### src/rtl/rrb_pkg.sv
// Shared types and helpers for the round-robin arbiter.
package rrb_pkg;

  typedef enum logic {
    IDLE = 1'b0,
    BUSY = 1'b1
  } state_t;

  localparam int unsigned CHANNELS = 8;

  // Binary index of the set bit in a one-hot vector (0 when no bit is set).
  function automatic int unsigned onehot_to_idx(input logic [63:0] oh);
    int unsigned idx;
    idx = 0;
    for (int unsigned i = 0; i < 64; i++) begin
      if (oh[i]) idx = idx | i;
    end
    return idx;
  endfunction

endpackage

### src/rtl/rrb_rot_pri_enc.sv
// Combinational rotating priority encoder: search starts at i_ptr and wraps.
module rrb_rot_pri_enc
  import rrb_pkg::*;
#(
  parameter int unsigned channels = CHANNELS,
  parameter int unsigned ID_W     = $clog2(channels)
) (
  input  logic [channels-1:0] i_req,
  input  logic [ID_W-1:0]     i_ptr,
  output logic [channels-1:0] o_win_oh,
  output logic [ID_W-1:0]     o_win_idx,
  output logic                o_any
);

  // First requester at or after i_ptr (modulo channels) wins.
  always_comb begin
    logic        found;
    int unsigned idx;
    o_win_oh = '0;
    found    = 1'b0;
    idx      = 0;
    for (int unsigned k = 0; k < channels; k++) begin
      idx = int'(i_ptr) + k;
      if (idx >= channels) idx = idx - channels;
      if (!found && i_req[idx]) begin
        o_win_oh[idx] = 1'b1;
        found         = 1'b1;
      end
    end
  end

  assign o_any     = |i_req;
  assign o_win_idx = ID_W'(onehot_to_idx(64'(o_win_oh)));

endmodule

### src/rtl/rrb_arbiter.sv
// Round-robin arbiter with registered one-hot grant held until release.
// Optional forced-release timeout enabled by defining RRB_TIMEOUT_EN.
module rrb_arbiter
  import rrb_pkg::*;
#(
  parameter int unsigned channels = CHANNELS,
  parameter int unsigned ID_W     = $clog2(channels),
  parameter int unsigned MAX_HOLD = 16
) (
  input  logic                clk,
  input  logic                reset,
  input  logic [channels-1:0] req,
  input  logic                done,
  output logic [channels-1:0] gnt_one_hot,
  output logic                gnt_valid,
  output logic [ID_W-1:0]     gnt_id,
  output logic                timeout
);

  state_t              r_state, w_nxt_state;
  logic [ID_W-1:0]     r_ptr, w_nxt_ptr;
  logic [channels-1:0] r_gnt, w_nxt_gnt;
  logic [ID_W-1:0]     r_id, w_nxt_id;
  logic                w_release, w_limit, w_new_grant;
  logic [ID_W-1:0]     w_rel_ptr, w_search_ptr;
  logic [channels-1:0] w_win_oh;
  logic [ID_W-1:0]     w_win_idx;
  logic                w_any;

  // Released channel moves to the back of the queue; the search uses the
  // rotated pointer in the same cycle so a new grant needs no idle bubble.
  assign w_rel_ptr    = (r_id == ID_W'(channels - 1)) ? '0 : r_id + 1'b1;
  assign w_release    = (r_state == BUSY) && (done || !req[r_id] || w_limit);
  assign w_search_ptr = w_release ? w_rel_ptr : r_ptr;

  rrb_rot_pri_enc #(
    .channels (channels),
    .ID_W     (ID_W)
  ) u_enc (
    .i_req     (req),
    .i_ptr     (w_search_ptr),
    .o_win_oh  (w_win_oh),
    .o_win_idx (w_win_idx),
    .o_any     (w_any)
  );

  // Next-state and next-grant selection.
  always_comb begin
    w_nxt_state = r_state;
    w_nxt_ptr   = r_ptr;
    w_nxt_gnt   = r_gnt;
    w_nxt_id    = r_id;
    w_new_grant = 1'b0;
    case (r_state)
      IDLE: begin
        if (w_any) begin
          w_nxt_state = BUSY;
          w_nxt_gnt   = w_win_oh;
          w_nxt_id    = w_win_idx;
          w_new_grant = 1'b1;
        end
      end
      BUSY: begin
        if (w_release) begin
          w_nxt_ptr = w_rel_ptr;
          if (w_any) begin
            w_nxt_gnt   = w_win_oh;
            w_nxt_id    = w_win_idx;
            w_new_grant = 1'b1;
          end else begin
            w_nxt_state = IDLE;
            w_nxt_gnt   = '0;
            w_nxt_id    = '0;
          end
        end
      end
      default: begin
        w_nxt_state = IDLE;
        w_nxt_gnt   = '0;
        w_nxt_id    = '0;
      end
    endcase
  end

  // State, pointer and grant registers.
  always_ff @(posedge clk) begin
    if (!reset) begin
      r_state <= IDLE;
      r_ptr   <= '0;
      r_gnt   <= '0;
      r_id    <= '0;
    end else begin
      r_state <= w_nxt_state;
      r_ptr   <= w_nxt_ptr;
      r_gnt   <= w_nxt_gnt;
      r_id    <= w_nxt_id;
    end
  end

`ifdef RRB_TIMEOUT_EN
  localparam int unsigned HOLD_W = $clog2(MAX_HOLD);
  localparam logic [HOLD_W-1:0] HOLD_LAST = HOLD_W'(MAX_HOLD - 1);

  logic [HOLD_W-1:0] r_hold_cnt;
  logic              r_timeout;

  assign w_limit = (r_state == BUSY) && (r_hold_cnt == HOLD_LAST);

  // Hold-time counter: restarts on each new grant, counts BUSY cycles.
  always_ff @(posedge clk) begin
    if (!reset) begin
      r_hold_cnt <= '0;
    end else if (w_new_grant) begin
      r_hold_cnt <= '0;
    end else if (r_state == BUSY) begin
      r_hold_cnt <= r_hold_cnt + 1'b1;
    end
  end

  // Pulse only when the limit alone forced the release.
  always_ff @(posedge clk) begin
    if (!reset) begin
      r_timeout <= 1'b0;
    end else begin
      r_timeout <= w_limit && !done && req[r_id];
    end
  end

  assign timeout = r_timeout;
`else
  logic w_unused_cfg;
  assign w_limit      = 1'b0;
  assign timeout      = 1'b0;
  assign w_unused_cfg = ^{32'(MAX_HOLD), w_new_grant};
`endif

  assign gnt_one_hot = r_gnt;
  assign gnt_id      = r_id;
  assign gnt_valid   = (r_state == BUSY);

endmodule

### config.mk
export PLATFORM = sky130hd
export DESIGN_NAME = rrb_arbiter
export DESIGN_NICKNAME = d
export VERILOG_FILES = /design/src/rtl/rrb_pkg.sv /design/src/rtl/rrb_rot_pri_enc.sv /design/src/rtl/rrb_arbiter.sv
export SDC_FILE = /design/constraint.sdc
export NUM_CORES = 1
export LEC_CHECK = 0
export ABC_AREA = 1
export CAP_MARGIN = 25
export CORE_MARGIN = 10
export CORE_UTILIZATION = 25
export DETAILED_ROUTE_END_ITERATION = 12
export PLACE_DENSITY = 0.42
export SKIP_CTS_REPAIR_TIMING = 1
export SYNTH_ARGS = -nofsm -noshare
export SYNTH_HDL_FRONTEND = slang
export SYNTH_SLANG_ARGS = --single-unit
### constraint.sdc
create_clock -name clk -period 3.71 [get_ports clk]
set_input_delay 0.371 -clock clk [delete_from_list [all_inputs] [get_ports clk]]
set_output_delay 0.371 -clock clk [all_outputs]
set_load 0.05 [all_outputs]
### Yosys cells after proc, flatten, opt, wreduce, memory -nomap -nowiden

Index checks and enable logic that the tools add are counted.

| word-level totals | value |
|---|---|
| register bits | 15 |

| cells by class | value |
|---|---|
| eq/ne operators | 3 |
| $lt $le $gt $ge | 25 |
| muxes and demuxes | 77 |
| $add $sub $neg | 16 |
| bitwise logic cells | 8 |
| reductions and logical operators | 27 |

Operators by type and width:

| kind | count |
|---|---|
| $ge A32 B1 Y1 const B | 8 |
| $lt A32 B4 Y1 const B | 8 |
| $mux W32 | 8 |
| $ge A32 B4 Y1 const B | 7 |
| $sub A32 B4 Y32 const B | 7 |
| $mux W8 | 11 |
| $or A8 B8 Y8 | 7 |
| $bmux W1 S3 | 9 |
| $mux W1 | 27 |
| $mux W3 | 9 |
| $demux W1 S3 | 8 |
| $add A3 B3 Y4 const B | 4 |
| $logic_and A1 B1 Y1 | 16 |
| $pmux W8 S2 | 1 |
| $add A3 B2 Y4 const B | 2 |
| $logic_not A1 Y1 | 8 |
| $reduce_or A8 Y1 | 1 |
| $pmux W3 S2 | 1 |
| $sub A3 B4 Y5 const B | 1 |
| $add A3 B1 Y4 const B | 1 |
| $ge A3 B4 Y1 const B | 1 |
| $lt A3 B4 Y1 const B | 1 |
| $mux W2 | 2 |
| $ne A2 B1 Y1 const B | 2 |
| 6 further kinds | 6 |

### Longest topological paths before layout

| logic depth | value |
|---|---|
| depth in word-level cells | 42 |
| mapped depth | 28 |
| mapped depth without buffers | 25 |

### Hierarchy

A second synthesis with hierarchy kept.

| unflattened totals | value |
|---|---|
| cell total of the unflattened synthesis | 395 |
| area, all modules | 2,243.4 um^2 |

Modules (own cells, without submodules):

| module | times used | cells each | area an instance (um^2) |
|---|---|---|---|
| rrb_rot_pri_enc | 1 | 269 | 1,426.4 |
| rrb_arbiter | 1 | 126 | 817.0 |

### Worst setup path after synthesis

Ideal clock, no wire load.

| timing | value |
|---|---|
| path kind | register -> register |
| from | register r_id[0] (netlist: gnt_id[0]) |
| to | register r_id[2] (netlist: gnt_id[2]) |
| buffers on the path | 3 |
| setup slack | -0.044 ns |
| arrival time | 3.623 ns |
| period minus slack after synthesis | 3.754 ns |
| stages on the path, launching flop included | 25 |
| library setup time | 0.131 ns |
| data required time | 3.579 ns |
| cell sequence | dfxtp_1 ha_1 ha_1 nor2_1 inv_1 nand3_2 nand2_4 buf_6 clkbuf_1 ha_1 buf_2 inv_1 nand3_1 nand3_1 nand2_1 nand3_1 nand2_1 nor2_1 nand3_1 nor2_1 nand3_1 nor2_1 nand2_1 nand2_1 a21oi_2 |

| between the ends | value |
|---|---|
| longest elaborated chain between the ends | 39 |
| elaborated cells between the ends (all ways) | 142 |
| those cells by class | 16 x add/sub; 24 x order compare; 2 x eq/ne; 67 x mux; 7 x bitwise; 26 x reduce/logical |

RTL lines:

| what | line | text |
|---|---|---|
| start, declared | rrb_arbiter.sv:23 | `logic [ID_W-1:0] r_id, w_nxt_id;` |
| start signal, assigned | rrb_arbiter.sv:96 | `r_id <= w_nxt_id;` |
| branches (longest 39 deep; another with $sub A32 B4 Y32) | - |  |

Parallel ways; which one is timed is not known. The select of a mux whose other input is x is not followed.
A chain may end at the register's enable or synchronous reset.

### Final worst setup path

| timing | value |
|---|---|
| from | input port req[2] |
| to | register r_id[1] (netlist: gnt_id[1]) |

| between the ends | value |
|---|---|
| longest elaborated chain between the ends | 41 |
| elaborated cells between the ends (all ways) | 143 |
| those cells by class | 15 x add/sub; 24 x order compare; 2 x eq/ne; 68 x mux; 7 x bitwise; 27 x reduce/logical |

RTL lines:

| what | line | text |
|---|---|---|
| start, declared | rrb_arbiter.sv:12 | `input logic [channels-1:0] req,` |
| $bmux W1 S3 * | rrb_arbiter.sv:33 | `assign w_release = (r_state == BUSY) && (done \|\| !req[r_id] \|\| w_limit);` |
| $mux W1 (implied by the code) * | rrb_arbiter.sv:33 |  |
| $logic_not A1 Y1 * | rrb_arbiter.sv:33 |  |
| $logic_or A1 B1 Y1 * | rrb_arbiter.sv:33 |  |
| $logic_and A1 B1 Y1 * | rrb_arbiter.sv:33 |  |
| $mux W3 * | - |  |
| via u_enc.i_ptr[1] | rrb_rot_pri_enc.sv:9 | `input logic [ID_W-1:0] i_ptr,` |
| branches (longest 25 deep; another with $sub A32 B4 Y32) | - |  |
| $mux W8 * | rrb_rot_pri_enc.sv:25 | `if (!found && i_req[idx]) begin` |
| $mux W2 (2 in series) | rrb_pkg.sv:16 | `if (oh[i]) idx = idx \| i;` |
| $mux W3 (3 in series) | rrb_pkg.sv:16 |  |
| $mux W3 * | rrb_pkg.sv:16 |  |
| $mux W3 | rrb_arbiter.sv:66 | `if (w_any) begin` |
| $mux W3 | rrb_arbiter.sv:64 | `if (w_release) begin` |
| $pmux W3 S2 * | rrb_arbiter.sv:54 | `case (r_state)` |

Mark *: on every way through the listed nets, which the timed path passes. The select of a mux whose other input is x is not followed.

==> results.txt <==
----------------------------------------------------
[Synth]
  Mean Syn Cell Area ... 5.738 um^2
  Cell Area, Synth ... 0.002301 mm^2
  Number of standard cells after synthesis ... 401
  Warnings, synthesis ... 0
  Flop and latch count out of synthesis ... 15
  Unique masters post-synth ... 29
  Synthesized netlist net count ... 423
  Register area share after synthesis ... 0.1305

[Routing]
  Avg Vias per Cell ... 4.993
  WL met2 ... 3635 um
  DRT met1 WL ... 3878 um
  Post-route DRC violation count ... 0
  1st-iter DRT viols ... 223
  Met3 wire length ... 335 um
  Uppermost metal layer occupied by signal nets ... met4
  Number of nets with antenna violations after routing ... 0
  Overall via count from detail_route ... 2746
  Detailed Routing Iterations Pass 1 ... 5
  Wirelength, routed ... 7922 um
  Average wire per cell in the routed design ... 14.40 um

[Timing]
  Slew Limit Headroom ... 0.6600
  Max Freq ... 0.2928 GHz
  Final critical delay including setup and external delays ... 3.415 ns
  Slew at the pin closest to its max-slew limit ... 0.5084 ns
  Fin crit share ... 0.9206
  Worst Skew ... 0.005669 ns
  Hold violation total from the final report ... 0
  Total of endpoints with negative setup slack in the final report ... 0
  Total Neg Setup Slack ... 0 ns
  Worst Hold Slack ... 0.4687 ns
  Unrepaired setup endpoints after global routing ... false
  Max-slew violations ... 0

[Clock network]
  Clock slew at the register clock pins of the worst setup and hold paths ... 0.06 ns
  Clk sinks ... 15
  Num CTS Buffers ... 3
  Cell at the root of the clock tree ... sky130_fd_sc_hd__clkbuf_8
  Clk_lat worst skew ... 0.25 ns
  Max clock buf depth ... 2
  CTS tree ... yes
  # H-tree levels ... 1

[Die]
  Overall die height ... 115.9 um
  I/O pin count ... 24
  Width of the chip ... 115.9 um
  Floorplan die area ... 0.01344 mm^2
  Core Box Area ... 0.008848 mm^2
  Starting utilization of the core area ... 0.2600
  Row Count ... 34

[Critical path]
  Worst-path fanout max ... 14
  Buffers and inverters on the worst path ... 5
  Number of cells on the critical path ... 26
  CP most frequent cell ... sky130_fd_sc_hd__nand3_1
  Depth of the worst register-to-register path ... 25
  Worst Path Arrival ... 3.53 ns
  CP peak stage delay ... 0.51 ns
  FF-to-FF End ... gnt_id[1]
  Critical Path Source Type ... primary input
  Required time of the critical path ... 3.82 ns
  Worst Setup Path Type ... primary input to flip-flop
  Crit-path slowest cell ... sky130_fd_sc_hd__clkdlybuf4s50_1
  Worst R2R Setup Slack ... 0.52 ns
  Capturing element type of the critical path ... flip-flop
  Reg-to-reg critical path startpoint ... gnt_id[0]
  Family with the most delay on the worst path ... simple AND/OR/NAND/NOR gates

[Global route]
  Largest net degree at the start of global routing ... 22
  Initial antenna violation count ... 0
  Global-route wire length before repair ... 13470 um
  GRT Residual Overflow ... 0
  Total track usage ... 0.1196
  Vias in the first global route ... 2720

[Status]
  Result of the run ... complete, no violations

[Layout]
  Final core utilization ... 0.3242
  Most frequent standard cell in the layout excluding fill and tap cells ... sky130_fd_sc_hd__nand2_1
  Fraction of layout cells with a size suffix above 1 ... 0.1719
  Most frequent cells in the layout ... 93 x sky130_fd_sc_hd__nand2_1, 80 x sky130_fd_sc_hd__nand3_1, 50 x sky130_fd_sc_hd__nor2_1, 36 x sky130_fd_sc_hd__inv_1, 27 x sky130_fd_sc_hd__buf_4
  Non-filler cells, final ... 550
  # fillers ... 1028
  Post-Layout Inst Area ... 0.002869 mm^2
  Net count reported at finish ... 465
  Post-synthesis to final-layout area growth ... 24.69%
  # diodes ... 0

[Place]
  Placed instance area ... 0.002795 mm^2
  Count of buffers from port buffering ... 22
  Total half-perimeter wirelength after legalization and detailed placement ... 6504 um
  Placer Congestion ... 0.8599
  Cell total after placement ... 546

[Worst hold path]
  Hold path cells ... 2
  Worst hold endpoint ... gnt_one_hot[7]
  Hold Crit Start ... gnt_one_hot[7]
  Worst hold-check path type ... flip-flop to flip-flop

[Power]
  Worst IR drop on VDD ... 0.4785 mV
  Lkg Pwr ... 1.360 nW
  Power density relative to cell area ... 874.4 mW/mm^2

[Job]
  Max-cap check violation count ... 0

----------------------------------------------------
[registers in the layout, summed over array words and instances, names as in the netlist]
name / flops
gnt_one_hot: 8
gnt_id: 3
r_ptr: 3
gnt_valid: 1
[cell usage after synthesis]
cell type	instances	area, um^2
sky130_fd_sc_hd__nand4_2	1	12.51
sky130_fd_sc_hd__inv_1	37	138.9
sky130_fd_sc_hd__nand3_2	6	60.06
sky130_fd_sc_hd__inv_4	1	6.260
sky130_fd_sc_hd__o21ai_2	1	8.760
sky130_fd_sc_hd__nand3_4	1	17.52
sky130_fd_sc_hd__a21oi_2	1	8.760
sky130_fd_sc_hd__nor3_1	18	90.09
sky130_fd_sc_hd__nand2_4	11	123.9
sky130_fd_sc_hd__buf_2	2	10.01
sky130_fd_sc_hd__buf_4	3	22.52
sky130_fd_sc_hd__clkbuf_1	4	15.01
sky130_fd_sc_hd__nand3b_2	1	11.26
sky130_fd_sc_hd__nand4_1	24	150.1
sky130_fd_sc_hd__dfxtp_1	15	300.3
sky130_fd_sc_hd__buf_6	3	33.78
sky130_fd_sc_hd__nand2_1	94	352.8
sky130_fd_sc_hd__nor4_1	1	6.260
sky130_fd_sc_hd__buf_1	1	3.750
sky130_fd_sc_hd__ha_1	11	137.6
sky130_fd_sc_hd__a21oi_1	13	65.06
sky130_fd_sc_hd__xnor2_1	1	8.760
sky130_fd_sc_hd__conb_1	1	3.750
sky130_fd_sc_hd__nor2_1	52	195.2
sky130_fd_sc_hd__o21ai_0	2	10.01
sky130_fd_sc_hd__nand3_1	82	410.4
sky130_fd_sc_hd__inv_2	7	26.28
sky130_fd_sc_hd__nand2_2	5	31.28
sky130_fd_sc_hd__nor2_8	2	40.04
[report_power, final]
group	switching, mW	internal (mW)	total [mW]
sequential	0.0406	0.202	0.243
clock	0.0552	0.0760	0.131
combinational	1.42	0.710	2.13
total	1.52	0.988	2.51
[layer usage]
layer,vias up,track usage
met1,1259,0.1606
met2,55,0.1976
met5,-,0
met4,0,0.02335
li1,1422,-
met3,10,0.01912
[area by class of cell]
type | count | area [um^2] | share of cell area
inverter | 45 | 171.4 | 0.05975
clock buffer | 4 | 45.04 | 0.01570
timing repair buffer | 50 | 442.9 | 0.1544
tap | 108 | 135.1 | 0.04710
multi-input combinational | 328 | 1773 | 0.6180
sequential | 15 | 301.5 | 0.1051
[cell families after synthesis]
kind of cell / Yosys count / synth area share
xor gates and xnor gates: 1 / 0.003807
and+or+nand+nor: 298 / 0.6525
DFF: 15 / 0.1305
adders and majority gates: 11 / 0.05981
buffers and inverters: 58 / 0.1115
AOI/OAI and AO/OA: 17 / 0.04024
other: 1 / 0.001630
[worst min-delay path: cells and delay by family (launching register included)]
kind	cells	cell delay (ns)
AO/OA/AOI/OAI	1	0.06
flip-flops	1	0.31
AND/OR/NAND/NOR	1	0.06
[worst max-delay path by stage]
stage	end	from	slack, ns
2_1_floorplan	gnt_id[2]	gnt_id[1]	0.04
3_3_place_gp	gnt_id[0]	req[2]	0.02
3_5_place_dp	gnt_id[1]	req[4]	0.008
4_1_cts	gnt_id[1]	req[4]	0.25
5_1_grt	gnt_id[0]	req[2]	0.004
6_report	gnt_id[1]	req[2]	0.29
[metrics by stage]
| step | power (mW) | setup slack (ns) |
|---|---|---|
| after global routing | 2.755 | 0.004476 |
| after detailed placement | 2.337 | 0.008253 |
| after global placement | 2.376 | 0.02031 |
| after CTS | 2.480 | 0.2510 |
| after floorplan | 1.677 | 0.04025 |
| final | 2.509 | 0.2947 |
Note: power is estimated with default switching activity, not from simulation.
